$ cat src/rtl/decode_issue.sv
// decode_issue: one-stage RV32I decode/issue with register file and pending-write scoreboard.
// Define WB_BYPASS_EN to forward same-cycle writeback data into operand capture.
module decode_issue #(
    parameter int NREGS = 32,
    parameter int XLEN  = 32
) (
    input  logic            clk,
    input  logic            rst,
    input  logic            in_valid,
    output logic            in_ready,
    input  logic [31:0]     instr,
    input  logic [XLEN-1:0] pc_in,
    input  logic            wb_we,
    input  logic [4:0]      wb_wa,
    input  logic [XLEN-1:0] wb_wd,
    input  logic            flush,
    output logic            out_valid,
    input  logic            out_ready,
    output logic [XLEN-1:0] ra,
    output logic [XLEN-1:0] rb,
    output logic [XLEN-1:0] imm,
    output logic [XLEN-1:0] pc_out,
    output logic [4:0]      rd,
    output logic [4:0]      rs1,
    output logic [4:0]      rs2_shamt,
    output logic [3:0]      alu_op,
    output logic [2:0]      funct3,
    output logic            a_sel,
    output logic            b_sel,
    output logic            jump,
    output logic            branch,
    output logic            reg_we,
    output logic            mem_we,
    output logic            mem_rr,
    output logic            csr_write,
    output logic            illegal
);
    localparam int AW = $clog2(NREGS);

    typedef enum logic [6:0] {
        OP_LUI    = 7'b0110111,
        OP_AUIPC  = 7'b0010111,
        OP_JAL    = 7'b1101111,
        OP_JALR   = 7'b1100111,
        OP_BRANCH = 7'b1100011,
        OP_LOAD   = 7'b0000011,
        OP_STORE  = 7'b0100011,
        OP_ARI_I  = 7'b0010011,
        OP_ARI_R  = 7'b0110011,
        OP_CSR    = 7'b1110011
    } opcode_e;

    logic [XLEN-1:0] regs [NREGS];
    logic [NREGS-1:0] pending, pend_nxt;

    opcode_e         op;
    logic [4:0]      d_rd, d_rs1, d_rs2;
    logic [2:0]      d_f3;
    logic [31:0]     imm32;
    logic [3:0]      d_alu;
    logic            use_rd, use_rs1, use_rs2, known, bad_idx, d_ill;
    logic            d_asel, d_bsel, d_jump, d_branch, d_regwe, d_memwe, d_memrr, d_csr;
    logic            pend1, pend2, byp1, byp2, hz1, hz2, hazard, accept;
    logic [XLEN-1:0] rdata1, rdata2;

    assign op    = opcode_e'(instr[6:0]);
    assign d_rd  = instr[11:7];
    assign d_rs1 = instr[19:15];
    assign d_rs2 = instr[24:20];
    assign d_f3  = instr[14:12];

    always_comb begin
        use_rd   = 1'b0;
        use_rs1  = 1'b0;
        use_rs2  = 1'b0;
        known    = 1'b1;
        d_alu    = '0;
        d_asel   = 1'b0;
        d_bsel   = 1'b1;
        d_jump   = 1'b0;
        d_branch = 1'b0;
        d_memwe  = 1'b0;
        d_memrr  = 1'b0;
        d_csr    = 1'b0;
        imm32    = {{20{instr[31]}}, instr[31:20]};
        case (op)
            OP_LUI: begin
                use_rd = 1'b1;
                imm32  = {instr[31:12], 12'b0};
            end
            OP_AUIPC: begin
                use_rd = 1'b1;
                d_asel = 1'b1;
                imm32  = {instr[31:12], 12'b0};
            end
            OP_JAL: begin
                use_rd = 1'b1;
                d_asel = 1'b1;
                d_jump = 1'b1;
                imm32  = {{12{instr[31]}}, instr[19:12], instr[20], instr[30:21], 1'b0};
            end
            OP_JALR: begin
                use_rd  = 1'b1;
                use_rs1 = 1'b1;
                d_jump  = 1'b1;
            end
            OP_BRANCH: begin
                use_rs1  = 1'b1;
                use_rs2  = 1'b1;
                d_jump   = 1'b1;
                d_branch = 1'b1;
                d_bsel   = 1'b0;
                d_alu    = 4'b1000;
                imm32    = {{20{instr[31]}}, instr[7], instr[30:25], instr[11:8], 1'b0};
            end
            OP_LOAD: begin
                use_rd  = 1'b1;
                use_rs1 = 1'b1;
                d_memrr = 1'b1;
            end
            OP_STORE: begin
                use_rs1 = 1'b1;
                use_rs2 = 1'b1;
                d_memwe = 1'b1;
                imm32   = {{20{instr[31]}}, instr[31:25], instr[11:7]};
            end
            OP_ARI_I: begin
                use_rd  = 1'b1;
                use_rs1 = 1'b1;
                d_alu   = {(d_f3 == 3'b101) & instr[30], d_f3};
            end
            OP_ARI_R: begin
                use_rd  = 1'b1;
                use_rs1 = 1'b1;
                use_rs2 = 1'b1;
                d_bsel  = 1'b0;
                d_alu   = {instr[30], d_f3};
            end
            OP_CSR: begin
                use_rd  = 1'b1;
                use_rs1 = 1'b1;
                d_csr   = (d_f3 != 3'b000);
            end
            default: known = 1'b0;
        endcase
    end

    assign bad_idx = (use_rd  && int'(d_rd)  >= NREGS) ||
                     (use_rs1 && int'(d_rs1) >= NREGS) ||
                     (use_rs2 && int'(d_rs2) >= NREGS);
    assign d_ill   = !known || bad_idx;
    assign d_regwe = use_rd & !d_ill;

    // Out-of-range indices never hit the scoreboard; they are already illegal.
    assign pend1 = (int'(d_rs1) < NREGS) && pending[d_rs1[AW-1:0]];
    assign pend2 = (int'(d_rs2) < NREGS) && pending[d_rs2[AW-1:0]];
    assign byp1  = wb_we && (wb_wa == d_rs1) && (d_rs1 != 5'd0);
    assign byp2  = wb_we && (wb_wa == d_rs2) && (d_rs2 != 5'd0);

`ifdef WB_BYPASS_EN
    assign hz1    = use_rs1 && pend1 && !byp1;
    assign hz2    = use_rs2 && pend2 && !byp2;
    assign rdata1 = (d_rs1 == 5'd0) ? '0 : byp1 ? wb_wd : regs[d_rs1[AW-1:0]];
    assign rdata2 = (d_rs2 == 5'd0) ? '0 : byp2 ? wb_wd : regs[d_rs2[AW-1:0]];
`else
    assign hz1    = use_rs1 && pend1;
    assign hz2    = use_rs2 && pend2;
    assign rdata1 = (d_rs1 == 5'd0) ? '0 : regs[d_rs1[AW-1:0]];
    assign rdata2 = (d_rs2 == 5'd0) ? '0 : regs[d_rs2[AW-1:0]];
`endif

    assign hazard   = in_valid && (hz1 || hz2);
    assign in_ready = (!out_valid || out_ready) && !hazard && !flush;
    assign accept   = in_valid && in_ready;

    always_ff @(posedge clk) begin
        if (wb_we && wb_wa != 5'd0 && int'(wb_wa) < NREGS)
            regs[wb_wa[AW-1:0]] <= wb_wd;
    end

    // Clears first, then the accept-time set, so a same-cycle set wins.
    always_comb begin
        pend_nxt = pending;
        if (wb_we && int'(wb_wa) < NREGS)
            pend_nxt[wb_wa[AW-1:0]] = 1'b0;
        if (flush && out_valid && reg_we)
            pend_nxt[rd[AW-1:0]] = 1'b0;
        if (accept && d_regwe && d_rd != 5'd0)
            pend_nxt[d_rd[AW-1:0]] = 1'b1;
        pend_nxt[0] = 1'b0;
    end

    always_ff @(posedge clk) begin
        if (rst) begin
            pending   <= '0;
            out_valid <= 1'b0;
            ra        <= '0;
            rb        <= '0;
            imm       <= '0;
            pc_out    <= '0;
            rd        <= '0;
            rs1       <= '0;
            rs2_shamt <= '0;
            alu_op    <= '0;
            funct3    <= '0;
            a_sel     <= 1'b0;
            b_sel     <= 1'b0;
            jump      <= 1'b0;
            branch    <= 1'b0;
            reg_we    <= 1'b0;
            mem_we    <= 1'b0;
            mem_rr    <= 1'b0;
            csr_write <= 1'b0;
            illegal   <= 1'b0;
        end else begin
            pending <= pend_nxt;
            if (accept) begin
                out_valid <= 1'b1;
                ra        <= rdata1;
                rb        <= rdata2;
                imm       <= XLEN'($signed(imm32));
                pc_out    <= pc_in;
                rd        <= d_rd;
                rs1       <= d_rs1;
                rs2_shamt <= d_rs2;
                alu_op    <= d_alu;
                funct3    <= d_f3;
                a_sel     <= d_asel;
                b_sel     <= d_bsel;
                jump      <= d_jump;
                branch    <= d_branch;
                reg_we    <= d_regwe;
                mem_we    <= d_memwe & !d_ill;
                mem_rr    <= d_memrr & !d_ill;
                csr_write <= d_csr & !d_ill;
                illegal   <= d_ill;
            end else if (flush || out_ready) begin
                out_valid <= 1'b0;
            end
        end
    end
endmodule

$ cat config.mk
export PLATFORM = sky130hd
export DESIGN_NAME = decode_issue
export DESIGN_NICKNAME = d
export VERILOG_FILES = /design/src/rtl/decode_issue.sv
export SDC_FILE = /design/constraint.sdc
export NUM_CORES = 2
export LEC_CHECK = 0
export CORE_MARGIN = 5
export CORE_UTILIZATION = 25
export DETAILED_ROUTE_END_ITERATION = 6
export PLACE_DENSITY = 0.37
export SLEW_MARGIN = 20
export SYNTH_ARGS = -nofsm -noshare
export SYNTH_HDL_FRONTEND = slang
export SYNTH_SLANG_ARGS = --single-unit
$ cat constraint.sdc
create_clock -name clk -period 7.13 [get_ports clk]
set_input_delay 1.7825 -clock clk [delete_from_list [all_inputs] [get_ports clk]]
set_output_delay 1.7825 -clock clk [all_outputs]
set_load 0.02 [all_outputs]
==> run metrics <==
outcome finished clean; most common cell in the netlist edfxtp_1; top cell type's share of synthesized area 54.7%; Worst R2R Path Depth 7; GRT Total Usage 18.2%; chip width 484 µm; reg2reg end alu_op[1]; sw frac 24.2%; RSZ-0062 raised after global routing false; Worst EP arrival 4.52 ns; FF-to-FF setup slack 3.58 ns; Post-Syn Instances 3,335; PortBufs 267; post-synthesis simple-gate area fraction 4.30%; register share of total power 46.0%; via count 34,900; Int Pwr 0.0130 W; Post-Route WL 219,000 µm; Post CTS Setup Buffer Count 0; reg2reg start pending[14]; Setup TNS 0 ns; I/O pins 268; EDFF count, synth 1,024; Gate power share 9.3%; Worst Tran Pin Value 1.13 ns; worst hold stages 2; wire per inst 32.5 µm; Yosys warnings 0; final setup fails 0; Final #Nets 3,715; Post-synth ARST share 0%; final worst slack 0.831 ns; CTS H-tree lvls 4; f_max 159 MHz; top_reg_cell synth edfxtp_1; Post-CTS Resized 0; Root Driver clkbuf_16; Post-Route Skew 0.0287 ns; register bit total from synthesis 1,215; die height 484 µm; num rows 174; Cell Area, Synth 56,200 µm²; worst-path cell chain buf_8 > mux4_2 > a2bb2oi_1 > a31o_2 > o2111a_2 > o21ai_0 > and2_1 > clkdlybuf4s50_1; post-route ant nets 0; CTS sink count 1,215; Final Hold Vio Count 0; P_sw 0.00415 W; Worst-path clk slew 0.06 ns; slowest cell delay on critical path 0.65 ns; CTS tree yes; Routability Congestion 0.741; Pleak 21.5 nW; Final Util 30.2%; fin crit period 6.30 ns; Worst setup SP type primary input; Vias/cell 5.19; worst slack, placed 0.824 ns; DRC viols 0; Worst setup EP type output port; max_cap viols 0; grt total ovfl 0; global-route wire length before repair 302,000 µm; Unique masters post-synth 52; vias in the first global route 35,800; synth top area cells edfxtp_1 (55%), mux4_2 (18%), dfxtp_1 (6.8%); initial antenna violation count 25; Seq/Total Area, Yosys 61.5%; Clock Power Share 44.7%; final instance area 67,600 µm²; Core ar. 224,000 µm²; Crit-path slowest cell clkdlybuf4s50_1; DPL Wire Length 124,000 µm; largest area contributor in the netlist edfxtp_1; worst-skew pair later-pin latency 0.80 ns; Area Overhead vs Synth 20.4%; worst rel slew slack 24.2%; CTS max path bufs 3; WHS Endpoint pc_out[26]; Initial Util 25.1%; xor-xnor portion of the synthesized cell area 0%; Placed Area 62,800 µm²; drt first pass iters 5; DIE AREA 234,000 µm²; crit-path max FO 43; multiplexer share of the synthesized area 25.3%; largest net degree at the start of global routing 108; min-delay worst type register to register; share of cells above drive strength 1 24.6%; Hold Buf Count CTS 0; Inserted Clock Buffers 151; VDD IR max 167 µV; Synth top cells by count edfxtp_1 (1,024), mux4_2 (458), mux2i_1 (344); min-delay src pc_out[26]; largest family of logic cells by synthesized area multiplexers; data required time of the critical path 5.35 ns; Pwr Density 254 nW/µm²; Final Cycle Share 88.3%; post-synthesis adder-cell area fraction 0%; crit path kind primary input to output port; compound-cell area share of the yosys netlist 6.55%; Iteration-0 DRC Markers 2,889; Synth Area per Inst 16.8 µm²; Power Total 0.0172 W; final slew viol count 0
==> critical path, delay by kind of cell <==
kind	cells	cell delay (ns)
buffers and inverters	2	1.02
AO/OA/AOI/OAI	4	0.88
multiplexers	1	0.57
AND/OR/NAND/NOR	1	0.25
==> power by group through the flow <==
| stage | Clock (W) | Combinational (W) | Sequential (W) |
|---|---|---|---|
| 3_3_place_gp | 0 | 0.00164 | 0.00807 |
| 6_report | 0.00768 | 0.00160 | 0.00791 |
| 3_5_place_dp | 0 | 0.00163 | 0.00807 |
| 2_1_floorplan | 0 | 0.000863 | 0.00810 |
| 5_1_grt | 0.00821 | 0.00171 | 0.00792 |
| 4_1_cts | 0.00793 | 0.00164 | 0.00792 |
==> placed cells by master, fill, tap and decap left out, types with 42 or more instances in the layout <==
cell	n
a21oi_1	128
buf_4	114
nand2b_1	81
nand2_1	58
mux4_2	458
o221ai_1	128
nand4_1	50
clkbuf_1	50
clkbuf_16	158
o21ai_0	76
o22ai_1	64
o31ai_1	73
clkdlybuf4s50_1	231
nor3b_1	63
mux2i_1	344
edfxtp_1	1024
mux2_2	42
dfxtp_1	191
==> stage by stage <==
stage	hold slack [ns]	instances
after floorplan	0.531	3366
after global placement	0.451	6446
after detailed placement	0.461	6446
after CTS	0.468	6727
after global routing	0.491	6730
final	0.466	6735
==> cell type report <==
| cell class | count | area (µm²) |
|---|---|---|
| Sequential cell | 1215 | 34600 |
| Tap cell | 2992 | 3740 |
| Clock inverter | 61 | 598 |
| Clock buffer | 220 | 4310 |
| Fill cell | 22100 | 157000 |
| Timing Repair Buffer | 388 | 3620 |
| Inverter | 7 | 28.8 |
| Antenna cell | 7 | 17.5 |
| Multi-Input combinational cell | 1845 | 20800 |
==> cells by family after synthesis <==
family | after synthesis
other | 1
AO/OA/AOI/OAI | 546
buffers and inverters | 306
flip-flops | 1215
multiplexers | 844
AND/OR/NAND/NOR | 423
==> worst max path at each step <==
stage | from | endpoint
after floorplan | instr[16] | in_ready
after global placement | instr[21] | in_ready
after detailed placement | instr[21] | in_ready
after CTS | instr[21] | in_ready
after global routing | instr[16] | in_ready
final | instr[21] | in_ready
==> layer usage <==
metal	up-vias	global-route usage, %	wire [µm]
li1	14600	-	-
met3	215	3.35	11500
met5	-	0	41
met1	19000	25.5	100000
met4	6	3.53	3500
met2	1089	29.6	104000
==> state kept, by name, indices dropped and copies added (netlist names), 3 cells and up <==
signal and count:
regs 1024, imm 32, pc_out 32, ra 32
rb 32, pending 31, rd 5, rs1 5
rs2_shamt 5, alu_op 4, funct3 3
(Power assumes the default switching activity.)
